## src/rtl/pong_pkg.sv

```systemverilog
// Shared screen/ball/paddle defaults, FSM state type and the signed coordinate
// helpers used by the Pong ball engine.
package pong_pkg;

  localparam int H_ACTIVE_DEF    = 640;
  localparam int V_ACTIVE_DEF    = 480;
  localparam int BALL_SIZE_DEF   = 5;
  localparam int PADDLE_W_DEF    = 10;
  localparam int PADDLE_H_DEF    = 120;
  localparam int TICK_DIV_DEF    = 125000;
  localparam int SPEED_MAX_DEF   = 4;
  localparam int HITS_PER_UP_DEF = 4;
  localparam int SERVE_TICKS_DEF = 60;
  localparam int WIN_SCORE_DEF   = 9;
  localparam int SCORE_W_DEF     = 4;

  // Two spare bits over the 10-bit screen coordinates keep edge tests free of wrap-around.
  localparam int COORD_W = 12;
  typedef logic signed [COORD_W-1:0] coord_t;

  typedef enum logic [1:0] {
    IDLE,
    SERVE,
    PLAY,
    GAME_OVER
  } state_e;

  function automatic coord_t to_coord(input logic [9:0] v);
    return coord_t'({2'b00, v});
  endfunction

  function automatic coord_t abs_c(input coord_t v);
    return v[COORD_W-1] ? -v : v;
  endfunction

endpackage

```

## src/rtl/tick_gen.sv

```systemverilog
// Free-running divider: tick_o is high for the single clk cycle in which the
// count wraps from TICK_DIV-1 back to 0.
module tick_gen
  import pong_pkg::*;
#(
  parameter int TICK_DIV = TICK_DIV_DEF
) (
  input  logic clk,
  input  logic reset,
  output logic tick_o
);

  localparam int CNT_W = $clog2(TICK_DIV);
  localparam logic [CNT_W-1:0] CNT_LAST = CNT_W'(TICK_DIV - 1);

  logic [CNT_W-1:0] cnt_q, cnt_d;

  always_comb begin
    tick_o = (cnt_q == CNT_LAST);
    cnt_d  = tick_o ? '0 : cnt_q + 1'b1;
  end

  always_ff @(posedge clk) begin
    if (!reset) cnt_q <= '0;
    else        cnt_q <= cnt_d;
  end

endmodule

```

## src/rtl/ball_engine.sv

```systemverilog
// Pong ball engine: ball motion, wall and paddle reflections, scoring and the
// serve/game FSM, all advanced by the motion tick from tick_gen.
module ball_engine
  import pong_pkg::*;
#(
  parameter int H_ACTIVE    = H_ACTIVE_DEF,
  parameter int V_ACTIVE    = V_ACTIVE_DEF,
  parameter int BALL_SIZE   = BALL_SIZE_DEF,
  parameter int PADDLE_W    = PADDLE_W_DEF,
  parameter int PADDLE_H    = PADDLE_H_DEF,
  parameter int TICK_DIV    = TICK_DIV_DEF,
  parameter int SPEED_MAX   = SPEED_MAX_DEF,
  parameter int HITS_PER_UP = HITS_PER_UP_DEF,
  parameter int SERVE_TICKS = SERVE_TICKS_DEF,
  parameter int WIN_SCORE   = WIN_SCORE_DEF,
  parameter int SCORE_W     = SCORE_W_DEF
) (
  input  logic               clk,
  input  logic               reset,
  input  logic               start,
  input  logic [9:0]         p1_x,
  input  logic [9:0]         p1_y,
  input  logic [9:0]         p2_x,
  input  logic [9:0]         p2_y,
  output logic [9:0]         ball_x,
  output logic [9:0]         ball_y,
  output logic               ball_live,
  output logic [SCORE_W-1:0] p1_score,
  output logic [SCORE_W-1:0] p2_score,
  output logic               point_p1,
  output logic               point_p2,
  output logic               game_over
);

  localparam int HALF  = BALL_SIZE / 2;
  localparam int SPD_W = $clog2(SPEED_MAX + 1);
  localparam int HIT_W = $clog2(HITS_PER_UP + 1);
  localparam int SRV_W = $clog2(SERVE_TICKS + 1);

  localparam coord_t HALF_C  = coord_t'(HALF);
  localparam coord_t PW_C    = coord_t'(PADDLE_W);
  localparam coord_t REACH_C = coord_t'(PADDLE_H / 2 + HALF);
  localparam coord_t ZERO_C  = coord_t'(0);
  localparam coord_t ONE_C   = coord_t'(1);
  localparam coord_t XMAX_C  = coord_t'(H_ACTIVE - 1);
  localparam coord_t YMAX_C  = coord_t'(V_ACTIVE - 1);

  localparam logic [9:0] X_MID  = 10'(H_ACTIVE / 2);
  localparam logic [9:0] Y_MID  = 10'(V_ACTIVE / 2);
  localparam logic [9:0] Y_TOP  = 10'(HALF);
  localparam logic [9:0] Y_BOT  = 10'(V_ACTIVE - 1 - HALF);
  localparam logic [9:0] P1_OFF = 10'(PADDLE_W + HALF);
  localparam logic [9:0] P2_OFF = 10'(1 + HALF);

  localparam logic [SPD_W-1:0]   SPD_ONE  = SPD_W'(1);
  localparam logic [SPD_W-1:0]   SPD_TOP  = SPD_W'(SPEED_MAX);
  localparam logic [HIT_W-1:0]   HIT_LAST = HIT_W'(HITS_PER_UP - 1);
  localparam logic [SRV_W-1:0]   SRV_LAST = SRV_W'(SERVE_TICKS - 1);
  localparam logic [SCORE_W-1:0] WIN_S    = SCORE_W'(WIN_SCORE);

  logic tick;

  state_e             state_q, state_d;
  logic [9:0]         x_q, x_d, y_q, y_d;
  logic               dir_x_q, dir_x_d, dir_y_q, dir_y_d;
  logic [SPD_W-1:0]   speed_q, speed_d;
  logic [HIT_W-1:0]   hits_q, hits_d;
  logic [SRV_W-1:0]   serve_cnt_q, serve_cnt_d;
  logic [SCORE_W-1:0] p1_score_q, p1_score_d, p2_score_q, p2_score_d;
  logic [SCORE_W-1:0] p1_inc, p2_inc;
  logic               point_p1_q, point_p1_d, point_p2_q, point_p2_d;
  logic               recentre;

  coord_t xs, ys, spd, nx, ny, p1_face, p2_face;
  logic   wall_top, wall_bot, hit1, hit2, miss_l, miss_r;

  tick_gen #(
    .TICK_DIV(TICK_DIV)
  ) u_tick_gen (
    .clk   (clk),
    .reset (reset),
    .tick_o(tick)
  );

  // Candidate step and every edge/paddle test are evaluated in signed 12-bit space.
  always_comb begin
    xs       = to_coord(x_q);
    ys       = to_coord(y_q);
    spd      = coord_t'(speed_q);
    nx       = dir_x_q ? xs + spd : xs - spd;
    ny       = dir_y_q ? ys + ONE_C : ys - ONE_C;
    wall_top = (ny - HALF_C) <= ZERO_C;
    wall_bot = (ny + HALF_C) >= YMAX_C;
    p1_face  = to_coord(p1_x) + PW_C;
    p2_face  = to_coord(p2_x) - ONE_C;
    hit1     = !dir_x_q && ((xs - HALF_C) >= p1_face) && ((nx - HALF_C) <= p1_face)
               && (abs_c(ys - to_coord(p1_y)) <= REACH_C);
    hit2     = dir_x_q && ((xs + HALF_C) <= p2_face) && ((nx + HALF_C) >= p2_face)
               && (abs_c(ys - to_coord(p2_y)) <= REACH_C);
    miss_l   = (nx - HALF_C) <= ZERO_C;
    miss_r   = (nx + HALF_C) >= XMAX_C;
  end

  assign p1_inc = (p1_score_q == WIN_S) ? WIN_S : p1_score_q + 1'b1;
  assign p2_inc = (p2_score_q == WIN_S) ? WIN_S : p2_score_q + 1'b1;

  always_comb begin
    state_d     = state_q;
    x_d         = x_q;
    y_d         = y_q;
    dir_x_d     = dir_x_q;
    dir_y_d     = dir_y_q;
    speed_d     = speed_q;
    hits_d      = hits_q;
    serve_cnt_d = serve_cnt_q;
    p1_score_d  = p1_score_q;
    p2_score_d  = p2_score_q;
    point_p1_d  = 1'b0;
    point_p2_d  = 1'b0;
    recentre    = 1'b0;

    case (state_q)
      IDLE: begin
        if (start) begin
          state_d  = SERVE;
          recentre = 1'b1;
        end
      end
      SERVE: begin
        if (tick) begin
          if (serve_cnt_q == SRV_LAST) begin
            state_d     = PLAY;
            serve_cnt_d = '0;
          end else begin
            serve_cnt_d = serve_cnt_q + 1'b1;
          end
        end
      end
      PLAY: begin
        // A paddle hit outranks a score; on a point the ball is not stepped.
        if (tick) begin
          if (hit1 || hit2) begin
            x_d     = hit1 ? p1_x + P1_OFF : p2_x - P2_OFF;
            dir_x_d = hit1;
            y_d     = wall_top ? Y_TOP : (wall_bot ? Y_BOT : ny[9:0]);
            dir_y_d = wall_top ? 1'b1 : (wall_bot ? 1'b0 : dir_y_q);
            if (hits_q == HIT_LAST) begin
              hits_d = '0;
              if (speed_q != SPD_TOP) speed_d = speed_q + 1'b1;
            end else begin
              hits_d = hits_q + 1'b1;
            end
          end else if (miss_l) begin
            point_p2_d = 1'b1;
            p2_score_d = p2_inc;
            dir_x_d    = 1'b0;
            if (p2_inc == WIN_S) state_d = GAME_OVER;
            else begin
              state_d  = SERVE;
              recentre = 1'b1;
            end
          end else if (miss_r) begin
            point_p1_d = 1'b1;
            p1_score_d = p1_inc;
            dir_x_d    = 1'b1;
            if (p1_inc == WIN_S) state_d = GAME_OVER;
            else begin
              state_d  = SERVE;
              recentre = 1'b1;
            end
          end else begin
            x_d     = nx[9:0];
            y_d     = wall_top ? Y_TOP : (wall_bot ? Y_BOT : ny[9:0]);
            dir_y_d = wall_top ? 1'b1 : (wall_bot ? 1'b0 : dir_y_q);
          end
        end
      end
      GAME_OVER: begin
        if (start) begin
          state_d    = SERVE;
          recentre   = 1'b1;
          p1_score_d = '0;
          p2_score_d = '0;
        end
      end
      default: state_d = IDLE;
    endcase

    if (recentre) begin
      x_d         = X_MID;
      y_d         = Y_MID;
      speed_d     = SPD_ONE;
      hits_d      = '0;
      serve_cnt_d = '0;
    end
  end

  always_ff @(posedge clk) begin
    if (!reset) begin
      state_q     <= IDLE;
      x_q         <= X_MID;
      y_q         <= Y_MID;
      dir_x_q     <= 1'b1;
      dir_y_q     <= 1'b1;
      speed_q     <= SPD_ONE;
      hits_q      <= '0;
      serve_cnt_q <= '0;
      p1_score_q  <= '0;
      p2_score_q  <= '0;
      point_p1_q  <= 1'b0;
      point_p2_q  <= 1'b0;
    end else begin
      state_q     <= state_d;
      x_q         <= x_d;
      y_q         <= y_d;
      dir_x_q     <= dir_x_d;
      dir_y_q     <= dir_y_d;
      speed_q     <= speed_d;
      hits_q      <= hits_d;
      serve_cnt_q <= serve_cnt_d;
      p1_score_q  <= p1_score_d;
      p2_score_q  <= p2_score_d;
      point_p1_q  <= point_p1_d;
      point_p2_q  <= point_p2_d;
    end
  end

  assign ball_x    = x_q;
  assign ball_y    = y_q;
  assign ball_live = (state_q == PLAY);
  assign game_over = (state_q == GAME_OVER);
  assign p1_score  = p1_score_q;
  assign p2_score  = p2_score_q;
  assign point_p1  = point_p1_q;
  assign point_p2  = point_p2_q;

endmodule

```

## config.mk

```make
export PLATFORM = sky130hd
export DESIGN_NAME = ball_engine
export DESIGN_NICKNAME = d
export VERILOG_FILES = /design/src/rtl/pong_pkg.sv /design/src/rtl/tick_gen.sv /design/src/rtl/ball_engine.sv
export SDC_FILE = /design/constraint.sdc
export NUM_CORES = 1
export LEC_CHECK = 0
export CORE_MARGIN = 2
export CORE_UTILIZATION = 55
export DETAILED_ROUTE_END_ITERATION = 16
export GPL_TIMING_DRIVEN = 0
export PLACE_DENSITY = 0.77
export SLEW_MARGIN = 20
export SYNTH_ARGS = -nofsm -noshare
export SYNTH_HDL_FRONTEND = slang
export SYNTH_SLANG_ARGS = --single-unit
```

## constraint.sdc

```tcl
create_clock -name clk -period 5.7 [get_ports clk]
set_input_delay 1.14 -clock clk [delete_from_list [all_inputs] [get_ports clk]]
set_output_delay 1.14 -clock clk [all_outputs]
set_load 0.005 [all_outputs]
```

==> results of run 1 <==
[cell type report]
cell class	instances	area, sq um
inverter	68	259
clock buffer	12	256
buffer	40	259
timing repair buffer	85	816
clock inverter	3	42.5
sequential	63	1270
tap	188	235
multi-input combinational	894	6810
fill	1290	5190
[registers in the layout (all words and copies together), names as in the netlist]
name,flops
u_tick_gen.cnt_q,17
dir_y_q,1
dir_x_q,1
speed_q,3
point_p1,1
state_q,2
point_p2,1
ball_y,10
p2_score,4
hits_q,3
p1_score,4
serve_cnt_q,6
ball_x,10
[worst reg2reg max path: stages, from the launching register on]
cell       delay (ns)
dfxtp_1          0.36
inv_1            0.09
ha_1             0.28
buf_4            0.17
and2b_2          0.25
or3_1            0.36
o22a_2           0.30
xnor2_2          0.19
nor4_4           0.39
nand2_1          0.12
xnor2_1          0.15
ha_1             0.35
a2111oi_2        0.38
nand2_1          0.09
o21ai_1          0.18
a31oi_1          0.09
or4_4            0.48
or3_1            0.45
buf_4            0.21
nand3_2          0.11
and4b_1          0.21
o221a_1          0.23
[kinds of logic after synthesis]
logic type | after synthesis
compound gates | 265
xor+xnor | 101
fa+ha+maj | 101
buf+inv | 108
flops | 63
mux | 21
simple gates | 406
[through the flow]
| step | util (%) | setup slack [ns] |
|---|---|---|
| after floorplan | - | 0.619 |
| after global placement | 62.4 | -0.322 |
| after detailed placement | 62.4 | -0.385 |
| after CTS | 64.6 | 0.0369 |
| after global routing | 65.7 | -0.0261 |
| final | 65.7 | 0.168 |
[routing by layer]
layer | routed length, um | up-vias | track usage (%)
li1 | - | 4121 | -
met1 | 10200 | 3918 | 36.4
met2 | 11100 | 259 | 47.2
met3 | 1280 | 71 | 4.24
met4 | 717 | 0 | 10.1
met5 | 0 | - | 0
[what timing repair did]
item | in CTS | in global routing
hold buffers | 0 | 0
resized for setup | 6 | 25
endpoints found under the setup margin | 45 | 45
setup buffers | 2 | 12
pin swaps | 1 | 3
[worst paths after layout]
| kind | end | startpoint | depth (start not counted) |
|---|---|---|---|
| worst max-delay path | p2_score[3] | speed_q[2] | 21 |
| worst min-delay path | hits_q[2] | hits_q[2] | 1 |
| worst min register to register | hits_q[2] | hits_q[2] | 1 |
| worst max register to register | p2_score[3] | speed_q[2] | 21 |
[Yosys cell counts (11+ instances only)]
library cell	n
ha_1	96
nor2_1	78
nand2_1	76
a21oi_1	73
inv_1	68
dfxtp_1	63
xnor2_1	56
xor2_1	43
nand3_1	38
o21ai_0	38
nor3_1	25
and3_1	23
mux2i_1	18
nor2b_1	17
clkbuf_1	15
or3_1	15
nand4_1	14
nor4_1	14
a211oi_1	13
and2_1	13
nand2b_1	13
o21a_1	12
nand3b_1	11
[power by group]
group / leakage (nW) / switching (W) / total (W) / internal, W
registers: 0.511 / 0.0000117 / 0.000462 / 0.000450
logic: 3.42 / 0.000229 / 0.000408 / 0.000179
clock network: 0.145 / 0.000194 / 0.000553 / 0.000359
==> flow_summary.toml, run 1 <==
[power_and_ir_drop]
p_per_area_nw_per_um2 = 143
total_power_w = 0.00142
peakVddDrop_uv = 140
leakage_nw = 4.07

[synthesis]
synth-compound-area-share_pct = 23.3
synth_xor_area_share_pct = 10.7
yosysTopAreaCell = "dfxtp_1"
synth_top_family_by_area = "simple AND/OR/NAND/NOR gates"
ys_seq_area_share_pct = 14.8
synth-async-reset-ratio_pct = 0
yosysTopAreaCellShare_pct = 14.8
synth_simple_gate_area_share_pct = 27.4
synth.area.mux_share_pct = 2.52
synth_edf_count = 0
yosysWarnings = 0
synth.area.top_cells = "dfxtp_1 15%, ha_1 14%, xnor2_1 5.8%, xor2_1 4.4%, a21oi_1 4.3%"
postSynthCellCount = 1065
synth-seq-cells = 63
ys_types = 109
ys.flop_type = "dfxtp_1"
syn_nets = 1208
avgSynthCellArea_sq_um = 7.98
syn_area_sq_um = 8500
synth-adder-area-share_pct = 15.2

[timing]
whs_ns = 0.454
rsz0062_at_grt = "true"
final-setup-viol-count = 0
slew_headroom_pct = 43.1
tightest_slew_ns = 0.843
finalCriticalPeriod_ns = 5.53
fmax_mhz = 181
fin_tns_setup_ns = 0
drv_slew = 0
hold_viol_final = 0
skew_ns = 0.00967
finalCritPeriodShare_pct = 97.1

[critical_path]
critPathLaunchType = "register"
worstPathCellList = "inv_1 -> ha_1 -> buf_4 -> and2b_2 -> or3_1 -> o22a_2 -> xnor2_2 -> nor4_4 -> nand2_1 -> xnor2_1 -> ha_1 -> a2111oi_2 -> nand2_1 -> o21ai_1 -> a31oi_1 -> or4_4 -> or3_1 -> buf_4 -> nand3_2 -> and4b_1 -> o221a_1"
critPathMaxFanout = 10
r2r_slack_ns = 0.17
crit_type = "reg2reg"
critical_path_buf_inv_count = 3
crit_arrival_ns = 5.75
slowest_stage = "or4_4"
endpoint_kind = "register"
critical-path-top-delay-family = "simple AND/OR/NAND/NOR gates"
slowest_delay_ns = 0.48
required_ns = 5.92

[floorplanning]
die_h_um = 128
die_area_sq_um = 16500
die_w_um = 128
core_sq_um = 15100
rows = 45
start_util_pct = 56.1
io_pins = 75

[routing]
drc = 0
wl_per_cell_um = 17.2
vias = 8369
vias_per_cell = 6.19
drt_iter0_drc = 581
routed_wl_um = 23300
final_antenna_net_count = 0
drt_first_pass_iters = 5

[clock_network]
cts_tree = "built"
cts.sinks = 63
cts_buffers = 9
root_buffer = "clkbuf_16"
cts_buffer_depth = 2
cts_htree_levels = 3
path_clk_slew_ns = 0.06
insertion_delay_ns = 0.33

[cells_and_area]
final_cells = 1353
drive_gt1_share_pct = 11.7
antenna_cells = 0
mostFrequentLayoutCells = "96 x ha_1, 78 x nor2_1, 75 x nand2_1"
layout_commonest_cell = "ha_1"
final_area_sq_um = 9950
area_delta_synth_final_pct = 17.1
nets = 1304

[global_route]
grt_pass1_wl_um = 37600
groute.usage.overall_pct = 28.0
grt_pass1_vias = 7734
antenna_found_initial = 0
grt_max_degree = 12
grt_remaining_overflow = 0

[status]
status = "completed"

[flow_run]
drv_cap = 0

[placed_design]
gp_congestion = 0.948
place_area_sq_um = 9450
dp.cells = 1324
hpwlAfterDp_um = 18100
io_buffers = 71

[hold_path]
worstHoldPathType = "reg2reg"
(Power assumes the default switching activity.)
==> run 2, diff against run 1 <==
- ABC_AREA: default -> 1
- PLACE_DENSITY: 0.77 -> 0.76
- TNS_END_PERCENT: default -> 5
==> run 2 against run 1 <==
Effect of this change:
- cell area rose by 7.8%
- area after synthesis grew 10%
- non-clock buffer count decreased by 29
- highest routed layer unchanged
- largest cell class unchanged
==> flow_summary.toml, run 2 <==
[timing]
rsz0062_at_grt = "false"
skew_ns = 0.00638
tightest_slew_ns = 0.539
finalCritPeriodShare_pct = 91.7
final-setup-viol-count = 0
drv_slew = 0
fmax_mhz = 191
finalCriticalPeriod_ns = 5.23
fin_ws_ns = 0.471
hold_viol_final = 0
fin_tns_setup_ns = 0
slew_headroom_pct = 64.0

[placed_design]
post-place-ws_ns = 0.563
place_area_sq_um = 10400
hpwlAfterDp_um = 21800
gp_congestion = 1.12
io_buffers = 72
dp.cells = 1859

[hold_path]
worstHoldPathType = "reg2reg"
min_from = "u_tick_gen.cnt_q[0]"
whs_path_depth = 1
hold_path_end = "u_tick_gen.cnt_q[0]"

[cells_and_area]
area_delta_synth_final_pct = 14.4
mostFrequentLayoutCells = "411 x nand2_1, 211 x inv_1, 196 x nor2_1"
final_area_sq_um = 10700
antenna_cells = 0
layout_commonest_cell = "nand2_1"
nets = 1793
largest_register = "u_tick_gen.cnt_q"
final_cells = 1875
drive_gt1_share_pct = 8.82
largest_reg_flops = 17

[synthesis]
synth_edf_count = 0
synth-async-reset-ratio_pct = 0
postSynthCellCount = 1567
ys_top_cells_by_count = "411 x nand2_1, 211 x inv_1, 196 x nor2_1"
syn_nets = 1710
yosysTopAreaCellShare_pct = 16.5
synth.area.top_cells = "nand2_1 16%, dfxtp_1 13%, ha_1 13%, inv_1 8.4%, nor2_1 7.8%"
yosysTopAreaCell = "nand2_1"
syn_area_sq_um = 9380
ys.flop_type = "dfxtp_1"
ys_seq_area_share_pct = 13.5
avgSynthCellArea_sq_um = 5.98
yosysWarnings = 0
ys_types = 55
yosysMostFrequentCell = "nand2_1"
synth-seq-cells = 63

[critical_path]
slowest_stage = "fa_1"
r2r_slack_ns = 0.47
critPathLaunchType = "register"
regToRegStartpoint = "ball_x[1]"
crit_top_cell = "nand2_1"
required_ns = 5.92
crit_type = "reg2reg"
critical_path_buf_inv_count = 6
slowest_delay_ns = 0.64
critical-path-top-delay-family = "simple AND/OR/NAND/NOR gates"
endpoint_kind = "register"
critPathMaxFanout = 10
crit_arrival_ns = 5.45
worstReg2RegEnd = "ball_x[7]"
r2r_cells = 32

[routing]
vias_per_cell = 5.36
routed_wl_um = 27000
drt_first_pass_iters = 7
drc = 0
wl_per_cell_um = 14.4
final_antenna_net_count = 0
vias = 10000
drt_iter0_drc = 713

[global_route]
grt_pass1_wl_um = 44000
grt_max_degree = 13
groute.usage.overall_pct = 30.0
antenna_found_initial = 0
grt_pass1_vias = 9109
grt_remaining_overflow = 0

[floorplanning]
die_area_sq_um = 18100
rows = 47
core_sq_um = 16600
die_h_um = 135
die_w_um = 135
io_pins = 75
start_util_pct = 56.3

[clock_network]
root_buffer = "clkbuf_16"
cts_tree = "built"
path_clk_slew_ns = 0.06
cts.sinks = 63
cts_buffer_depth = 2
cts_htree_levels = 3
cts_resized = 0
insertion_delay_ns = 0.33
post_cts_buffers = 0
cts_buffers = 9
cts_hold_buf = 0

[status]
status = "completed"

[power_and_ir_drop]
total_power_w = 0.00173
p_per_area_nw_per_um2 = 161
peakVddDrop_uv = 224
leakage_nw = 5.31

[flow_run]
drv_cap = 0
==> run 2: cell count changes after synthesis, moves of 28 or more <==
cell / delta
inv_1: +143
xnor2_1: -50
nand2_1: +335
nand4_1: +28
nand3_1: +107
nor2_1: +118
==> run 2: power breakdown <==
group	switching, W	internal (W)
Sequential	0.0000360	0.000470
Clock	0.000213	0.000442
Combinational	0.000329	0.000237
==> run 2: through the flow <==
stage / hold slack (ns) / utilization, %
2_1_floorplan: 0.418 / -
3_3_place_gp: 0.427 / 62.3
3_5_place_dp: 0.442 / 62.3
4_1_cts: 0.452 / 64.5
5_1_grt: 0.492 / 64.5
6_report: 0.449 / 64.5
==> run 2: how the worst max path moves through the flow <==
| stage | start | end | slack, ns | depth (start not counted) |
|---|---|---|---|---|
| after CTS | ball_x[1] | ball_x[7] | 0.56 | 32 |
| after global placement | p2_x[0] | ball_x[2] | 0.60 | 25 |
| after global routing | ball_x[1] | ball_x[2] | 0.17 | 32 |
| final | ball_x[1] | ball_x[7] | 0.47 | 32 |
| after detailed placement | p2_x[0] | ball_x[7] | 0.56 | 25 |
| after floorplan | ball_x[1] | ball_x[9] | 1.64 | 32 |
==> run 2: routing by layer <==
| layer | part of all wire [%] | vias to the layer above | GRT usage (%) |
|---|---|---|---|
| li1 | - | 5216 | - |
| met3 | 8.6 | 44 | 6.53 |
| met1 | 45 | 4460 | 40.0 |
| met4 | 2.5 | 0 | 9.88 |
| met2 | 44 | 326 | 48.3 |
| met5 | 0 | - | 0 |
==> run 2: layout make-up <==
type | instances | area [sq um]
multi-input cells | 1249 | 7060
clock inverters | 6 | 116
flip-flops and latches | 63 | 1260
clock buffers | 10 | 239
well taps | 220 | 275
fillers | 1657 | 5910
inverters | 231 | 875
repair buffers | 72 | 721
plain buffers | 24 | 178
==> run 2: cell families after synthesis <==
family | Yosys count | share of synthesized area (%)
DFF | 63 | 13.5
adders and majority gates | 100 | 13.7
muxes | 2 | 0.214
and+or+nand+nor | 929 | 46.5
xor gates and xnor gates | 57 | 5.32
buffers and inverters | 255 | 11.2
AOI/OAI and AO/OA | 161 | 9.58
